### src/rtl/cpu_datapath_if.sv
// Purpose: control/status bundle between the CPU controller (plus memory read port) and the datapath.
// Latency: pure wiring, no storage.
// Backpressure: none; the controller sequences every operation and the datapath never stalls.
interface cpu_datapath_if #(
   parameter int WIDTH = 16
);
   // memory read port (combinational read at memAddress)
   logic [WIDTH-1:0] memData;
   logic [WIDTH-1:0] memAddress;

   // control from the controller
   logic [1:0]       memAddr;
   logic             enPC;
   logic             saveOpcode;
   logic             saveMem;
   logic [3:0]       aluFunc;
   logic [2:0]       aluA;
   logic [2:0]       aluB;
   logic             enA;
   logic             enB;
   logic             enC;

   // status back to the controller / debug
   logic [15:0]      opcode;
   logic [WIDTH-1:0] regA;
   logic [WIDTH-1:0] regB;
   logic [WIDTH-1:0] regC;
   logic [2:0]       flags;

   modport master (
      output memData, memAddr, enPC, saveOpcode, saveMem,
             aluFunc, aluA, aluB, enA, enB, enC,
      input  opcode, memAddress, regA, regB, regC, flags
   );

   modport slave (
      input  memData, memAddr, enPC, saveOpcode, saveMem,
             aluFunc, aluA, aluB, enA, enB, enC,
      output opcode, memAddress, regA, regB, regC, flags
   );
endinterface

### src/rtl/cpu_datapath.sv
// Purpose: multi-cycle CPU register file (PC, IR, MEM, A/B/C, flags), operand muxes and ALU.
// Latency: memAddress and ALU result combinational; every register write lands on the next rising edge.
// Backpressure: none; every control input is consumed in the cycle it is asserted.
module cpu_datapath #(
   parameter int WIDTH = 16
) (
   input  logic           clk,
   input  logic           rst,
   cpu_datapath_if.slave  bus
);

   typedef enum logic [3:0] {
      ALU_ADD    = 4'd0,
      ALU_SUB    = 4'd1,
      ALU_AND    = 4'd2,
      ALU_OR     = 4'd3,
      ALU_XOR    = 4'd4,
      ALU_PASS_A = 4'd5,
      ALU_NOT_A  = 4'd6,
      ALU_NEG_A  = 4'd7,
      ALU_PASS_B = 4'd12,
      ALU_SHL    = 4'd13,
      ALU_SHR    = 4'd14,
      ALU_SAR    = 4'd15
   } alu_func_e;

   // architectural state
   logic [WIDTH-1:0] pc_q,  pc_d;
   logic [15:0]      ir_q,  ir_d;
   logic [WIDTH-1:0] mem_q, mem_d;
   logic [WIDTH-1:0] a_q,   a_d;
   logic [WIDTH-1:0] b_q,   b_d;
   logic [WIDTH-1:0] c_q,   c_d;
   logic [2:0]       flags_q, flags_d;   // {N, C, Z}

   // datapath wires
   logic [WIDTH-1:0] imm;
   logic [WIDTH-1:0] op_a;
   logic [WIDTH-1:0] op_b;
   logic [3:0]       shamt;
   logic [WIDTH-1:0] alu_res;
   logic             alu_cy;
   logic signed [WIDTH:0] sar_ext;
   logic             any_reg_wr;

   // Immediate is the low opcode byte, sign-extended to the datapath width
   assign imm   = {{(WIDTH-8){ir_q[7]}}, ir_q[7:0]};
   assign shamt = op_b[3:0];

   // Memory address source select; reads pre-edge register values
   always_comb begin
      bus.memAddress = '0;
      case (bus.memAddr)
         2'd0:    bus.memAddress = pc_q;
         2'd1:    bus.memAddress = a_q;
         2'd2:    bus.memAddress = c_q;
         default: bus.memAddress = '0;
      endcase
   end

   // ALU operand A source select
   always_comb begin
      op_a = '0;
      case (bus.aluA)
         3'd0:    op_a = a_q;
         3'd1:    op_a = b_q;
         3'd2:    op_a = c_q;
         3'd4:    op_a = pc_q;
         3'd5:    op_a = mem_q;
         default: op_a = '0;
      endcase
   end

   // ALU operand B source select
   always_comb begin
      op_b = '0;
      case (bus.aluB)
         3'd0:    op_b = a_q;
         3'd1:    op_b = b_q;
         3'd2:    op_b = c_q;
         3'd4:    op_b = {{(WIDTH-1){1'b0}}, 1'b1};
         3'd5:    op_b = imm;
         default: op_b = '0;
      endcase
   end

   // ALU: result plus carry/borrow/last-shifted-out bit; reserved codes yield zero
   always_comb begin
      alu_res = '0;
      alu_cy  = 1'b0;
      sar_ext = $signed({op_a, 1'b0}) >>> shamt;
      case (bus.aluFunc)
         ALU_ADD:    {alu_cy, alu_res} = {1'b0, op_a} + {1'b0, op_b};
         ALU_SUB: begin
            alu_res = op_a - op_b;
            alu_cy  = (op_a < op_b);
         end
         ALU_AND:    alu_res = op_a & op_b;
         ALU_OR:     alu_res = op_a | op_b;
         ALU_XOR:    alu_res = op_a ^ op_b;
         ALU_PASS_A: alu_res = op_a;
         ALU_NOT_A:  alu_res = ~op_a;
         ALU_NEG_A: begin
            alu_res = '0 - op_a;
            alu_cy  = |op_a;
         end
         ALU_PASS_B: alu_res = op_b;
         // the extra bit above/below the operand catches the last bit shifted out,
         // and stays 0 for a zero shift amount
         ALU_SHL:    {alu_cy, alu_res} = {1'b0, op_a} << shamt;
         ALU_SHR:    {alu_res, alu_cy} = {op_a, 1'b0} >> shamt;
         ALU_SAR:    {alu_res, alu_cy} = sar_ext;
         default: begin
            alu_res = '0;
            alu_cy  = 1'b0;
         end
      endcase
   end

   assign any_reg_wr = bus.enA | bus.enB | bus.enC;

   // Next-state for every register; flags follow only general-register writes
   always_comb begin
      pc_d    = pc_q;
      ir_d    = ir_q;
      mem_d   = mem_q;
      a_d     = a_q;
      b_d     = b_q;
      c_d     = c_q;
      flags_d = flags_q;
      if (bus.enPC)       pc_d  = alu_res;
      if (bus.saveOpcode) ir_d  = bus.memData[15:0];
      if (bus.saveMem)    mem_d = bus.memData;
      if (bus.enA)        a_d   = alu_res;
      if (bus.enB)        b_d   = alu_res;
      if (bus.enC)        c_d   = alu_res;
      if (any_reg_wr)     flags_d = {alu_res[WIDTH-1], alu_cy, (alu_res == '0)};
   end

   // State registers; reset clears everything and drops any write in flight
   always_ff @(posedge clk or posedge rst) begin
      if (rst) begin
         pc_q    <= '0;
         ir_q    <= '0;
         mem_q   <= '0;
         a_q     <= '0;
         b_q     <= '0;
         c_q     <= '0;
         flags_q <= '0;
      end else begin
         pc_q    <= pc_d;
         ir_q    <= ir_d;
         mem_q   <= mem_d;
         a_q     <= a_d;
         b_q     <= b_d;
         c_q     <= c_d;
         flags_q <= flags_d;
      end
   end

   assign bus.opcode = ir_q;
   assign bus.regA   = a_q;
   assign bus.regB   = b_q;
   assign bus.regC   = c_q;
   assign bus.flags  = flags_q;

endmodule

### src/flat_wrapper.sv
// flat-port wrapper written by rule: the top's interface ports become plain ports
module cpu_datapath_flat 
#(
   parameter int WIDTH = 16
)
  (clk, rst, bus_memData, bus_memAddr, bus_enPC, bus_saveOpcode, bus_saveMem, bus_aluFunc, bus_aluA, bus_aluB, bus_enA, bus_enB, bus_enC, bus_opcode, bus_memAddress, bus_regA, bus_regB, bus_regC, bus_flags);
  cpu_datapath_if #(.WIDTH(WIDTH)) bus_i ();
  input  logic clk;
  input  logic rst;
  input wire logic [$bits(bus_i.memData)-1:0] bus_memData;
  input wire logic [$bits(bus_i.memAddr)-1:0] bus_memAddr;
  input wire logic [$bits(bus_i.enPC)-1:0] bus_enPC;
  input wire logic [$bits(bus_i.saveOpcode)-1:0] bus_saveOpcode;
  input wire logic [$bits(bus_i.saveMem)-1:0] bus_saveMem;
  input wire logic [$bits(bus_i.aluFunc)-1:0] bus_aluFunc;
  input wire logic [$bits(bus_i.aluA)-1:0] bus_aluA;
  input wire logic [$bits(bus_i.aluB)-1:0] bus_aluB;
  input wire logic [$bits(bus_i.enA)-1:0] bus_enA;
  input wire logic [$bits(bus_i.enB)-1:0] bus_enB;
  input wire logic [$bits(bus_i.enC)-1:0] bus_enC;
  output wire logic [$bits(bus_i.opcode)-1:0] bus_opcode;
  output wire logic [$bits(bus_i.memAddress)-1:0] bus_memAddress;
  output wire logic [$bits(bus_i.regA)-1:0] bus_regA;
  output wire logic [$bits(bus_i.regB)-1:0] bus_regB;
  output wire logic [$bits(bus_i.regC)-1:0] bus_regC;
  output wire logic [$bits(bus_i.flags)-1:0] bus_flags;
  assign bus_i.memData = bus_memData;
  assign bus_i.memAddr = bus_memAddr;
  assign bus_i.enPC = bus_enPC;
  assign bus_i.saveOpcode = bus_saveOpcode;
  assign bus_i.saveMem = bus_saveMem;
  assign bus_i.aluFunc = bus_aluFunc;
  assign bus_i.aluA = bus_aluA;
  assign bus_i.aluB = bus_aluB;
  assign bus_i.enA = bus_enA;
  assign bus_i.enB = bus_enB;
  assign bus_i.enC = bus_enC;
  assign bus_opcode = bus_i.opcode;
  assign bus_memAddress = bus_i.memAddress;
  assign bus_regA = bus_i.regA;
  assign bus_regB = bus_i.regB;
  assign bus_regC = bus_i.regC;
  assign bus_flags = bus_i.flags;
  cpu_datapath #(.WIDTH(WIDTH)) u_core (.clk(clk), .rst(rst), .bus(bus_i));
endmodule
### config.mk
export PLATFORM = sky130hd
export DESIGN_NAME = cpu_datapath_flat
export DESIGN_NICKNAME = d
export VERILOG_FILES = /design/src/rtl/cpu_datapath_if.sv /design/src/rtl/cpu_datapath.sv /design/src/flat_wrapper.sv
export SDC_FILE = /design/constraint.sdc
export NUM_CORES = 1
export LEC_CHECK = 0
export ABC_AREA = 1
export CORE_MARGIN = 4
export CORE_UTILIZATION = 40
export CTS_CLUSTER_DIAMETER = 100
export DETAILED_ROUTE_END_ITERATION = 6
export PLACE_DENSITY = 0.69
export SYNTH_ARGS = -nofsm -noshare
export SYNTH_HDL_FRONTEND = slang
export SYNTH_SLANG_ARGS = --single-unit
### constraint.sdc
create_clock -name clk -period 4.85 [get_ports clk]
set_input_delay 1.455 -clock clk [delete_from_list [all_inputs] [get_ports clk]]
set_output_delay 1.455 -clock clk [all_outputs]
set_load 0.05 [all_outputs]
==> flow_metrics.py <==
metrics = {
    "synth": {
        "yosysWarnings": 0,
        "synth_enable_flop_cells": 0,
        "synthesis.area_um2": 10000,
        "synthDistinctLibCells": 44,
        "ys_ff_latch": 99,
        "synth_async_sr_flop_share": 1.00,
        "synthSimpleGateAreaFrac": 0.406,
        "muxShareOfSynthArea": 0.0224,
        "synthTopCellsByArea": "dfrtp_1 (25%), nand2_1 (17%), nand3_1 (13%)",
        "syn_nets": 1728,
        "syn_avg_cell_area_um2": 6.13,
        "synth_xor_area_frac": 0.000872,
        "synth_seq_area_share": 0.247,
        "synth_top_area_frac": 0.247,
        "synth_fa_ha_area_frac": 0.0675,
        "synth_ff_type": "dfrtp_1",
        "synth_cells": 1639,
        "yosysTopAreaCell": "dfrtp_1",
        "synth_top_family_by_area": "simple AND/OR/NAND/NOR gates",
        "synth-compound-area-share": 0.156,
    },
    "floorplanning": {
        "die_x_um": 167,
        "initial_core_util": 0.410,
        "num_io_pins": 119,
        "fp.dieH_um": 167,
        "die_area_um2": 27700,
        "coreArea_um2": 24500,
        "fp-row-count": 57,
    },
    "setup_path": {
        "end_kind": "output pin",
        "critPathMaxFanout": 16,
        "cp.arrival_ns": 3.20,
        "worstPathRequired_ns": 3.39,
        "critPathLaunchType": "input port",
        "crit_type": "input port to output pin",
    },
    "global_routing": {
        "overflow": 0,
        "grt_pass1_wl_um": 74300,
        "grt_max_degree": 100,
        "grt_pass1_vias": 12500,
        "grtUsageTotal": 0.343,
        "antenna_found_initial": 0,
    },
    "timing": {
        "final.setup.tns_ns": 0,
        "rsz0062_at_grt": "yes",
        "setup_violations": 0,
        "hold_viol_final": 0,
        "tightest_slew_ns": 0.852,
        "min_period_over_period": 0.960,
        "fmax_mhz": 215,
        "post-route-min-period_ns": 4.65,
        "relSlewSlack": 0.430,
        "finClkSkew_ns": 0.0208,
        "holdWs_ns": 0.496,
        "slew_viol_final": 0,
    },
    "cts": {
        "htree_levels": 3,
        "cts_made_buffers": 9,
        "clock_sinks": 99,
        "post-cts-setup-buffers": 0,
        "path_clk_slew_ns": 0.08,
        "postCtsHoldBufs": 0,
        "tritoncts": "done",
        "clk_latency_ns": 0.36,
        "cts_root_buf": "clkbuf_16",
        "clock_path_buffers": 2,
    },
    "place": {
        "place_congestion": 1.08,
        "dpl.hpwl_um": 40200,
        "placed_cells": 2283,
        "place_area_um2": 13600,
        "portBuffers": 118,
    },
    "status": {
        "status": "finished, final reports clean",
    },
    "route": {
        "wl_um": 49200,
        "drt_iter0_markers": 1556,
        "antenna_left": 0,
        "viasPerCell": 5.66,
        "drtPass1Iterations": 6,
        "drc": 0,
        "post_drt_wl_per_cell_um": 21.4,
        "dr_total_vias": 13000,
    },
    "run": {
        "cap_violations": 0,
    },
    "layout": {
        "fillers": 2521,
        "stdcell_count": 2299,
        "layout.nets": 2059,
        "drive_above_1_share": 0.194,
        "diodes": 0,
        "multi_input_area_um2": 6600,
        "seq_area_um2": 2480,
        "area_delta_synth_final_pct": 38.7,
        "finalInstanceArea_um2": 13900,
    },
    "worst_hold_path": {
        "hold_path.class": "flop to flop",
    },
    "power": {
        "peakVddDrop_mv": 0.340,
        "p_leak_nw": 7.12,
        "powerDensity_nw_per_um2": 401,
    },
}
critical path, stage by stage:
cell and delay (ns):
clkdlybuf4s50_1 0.48, inv_1 0.11, or2_2 0.48, o221ai_1 0.45, buf_12 0.20
cells in the mapped netlist, drive strengths merged, types with 3 or more instances:
cell	count
a31oi	3
o221ai	16
o211ai	11
o21a	4
nand3	259
nor2	169
clkbuf	35
nand2	451
inv	179
or2	6
ha	51
nor3	17
mux2	20
a21oi	77
o21ai	141
buf	37
o31ai	3
o22ai	20
nand4	25
dfrtp	99
final cells by class:
cell class | instances | share of cell area
clock buffers | 9 | 0.0162
well taps | 324 | 0.0291
inverters | 181 | 0.0491
multi-input cells | 1287 | 0.473
repair buffers | 392 | 0.248
clock inverters | 7 | 0.00655
flip-flops and latches | 99 | 0.178
routing by layer:
layer	GRT usage	wire (µm)
met3	0.0597	4310
met1	0.439	19700
met2	0.565	22400
met5	0	0
met4	0.156	2760
through the flow:
stage                      util  power (mW)  setup slack [ns]
after floorplan               -        3.10             0.303
after global placement    0.553        4.76            -0.486
after detailed placement  0.553        4.76            -0.533
after CTS                 0.567        5.53            0.0358
final                     0.568        5.58             0.196
after global routing      0.568        5.91           -0.0283
path summary, 6_finish.rpt:
kind                       slack [ns]           startpoint  depth (start not counted)              endpoint
setup / recovery                 0.20       bus_memAddr[1]                          5     bus_memAddress[1]
setup reg to reg                 1.23   u_core.bus.regB[0]                         19   u_core.bus.flags[0]
max in group asynchronous        2.80                  rst                          3   u_core.bus.regA[12]
min in group asynchronous        1.50                  rst                          3  u_core.bus.opcode[0]
hold reg to reg                  0.50  u_core.bus.flags[1]                          2   u_core.bus.flags[1]
hold / removal                   0.50  u_core.bus.flags[1]                          2   u_core.bus.flags[1]
state kept, by name, summed over array words and instances (netlist names):
| signal | cells |
|---|---|
| u_core.bus.flags | 3 |
| u_core.bus.opcode | 16 |
| u_core.bus.regC | 16 |
| u_core.bus.regB | 16 |
| u_core.pc_q | 16 |
| u_core.mem_q | 16 |
| u_core.bus.regA | 16 |
report_power, final:
group	switching (mW)	leakage (nW)	internal [mW]	total [mW]
combinational	2.26	5.72	1.34	3.61
clock	0.386	0.152	0.371	0.757
sequential	0.217	1.24	1.00	1.22
total	2.87	7.12	2.71	5.58
cell usage in the layout, fill, tap and decap left out, drive strengths merged, types with 2 or more instances in the layout:
cell           count
mux2              20
clkinv             7
a211oi             2
o211ai            11
clkdlybuf4s50     96
nand3b             2
o21a               4
or2                6
buf              290
nand4             25
fa                 2
o22ai             20
ha                51
inv              181
nor3              17
nand2            451
a21oi             77
clkbuf            10
dfrtp             99
nand3            259
nor2             169
a31oi              3
o21ai            141
o221ai            16
o31ai              3
clkdlybuf4s15      2
dlymetal6s2s       3
cell families (layout without fill, tap and decap cells):
kind of cell	Yosys count	in the layout
AND/OR/NAND/NOR	931	931
AO/OA/AOI/OAI	282	282
flip-flops	99	99
multiplexers	20	20
XOR/XNOR	1	1
buffers and inverters	253	589
adder cells (fa/ha/maj)	53	53
repair_timing:
item                                    CTS  global route
gates resized for setup                   9            14
endpoints found under the setup margin   20            58
endpoints found under the hold margin     0             0
pin swaps                                 0             1
No activity file was read; power rests on OpenSTA's default activity.
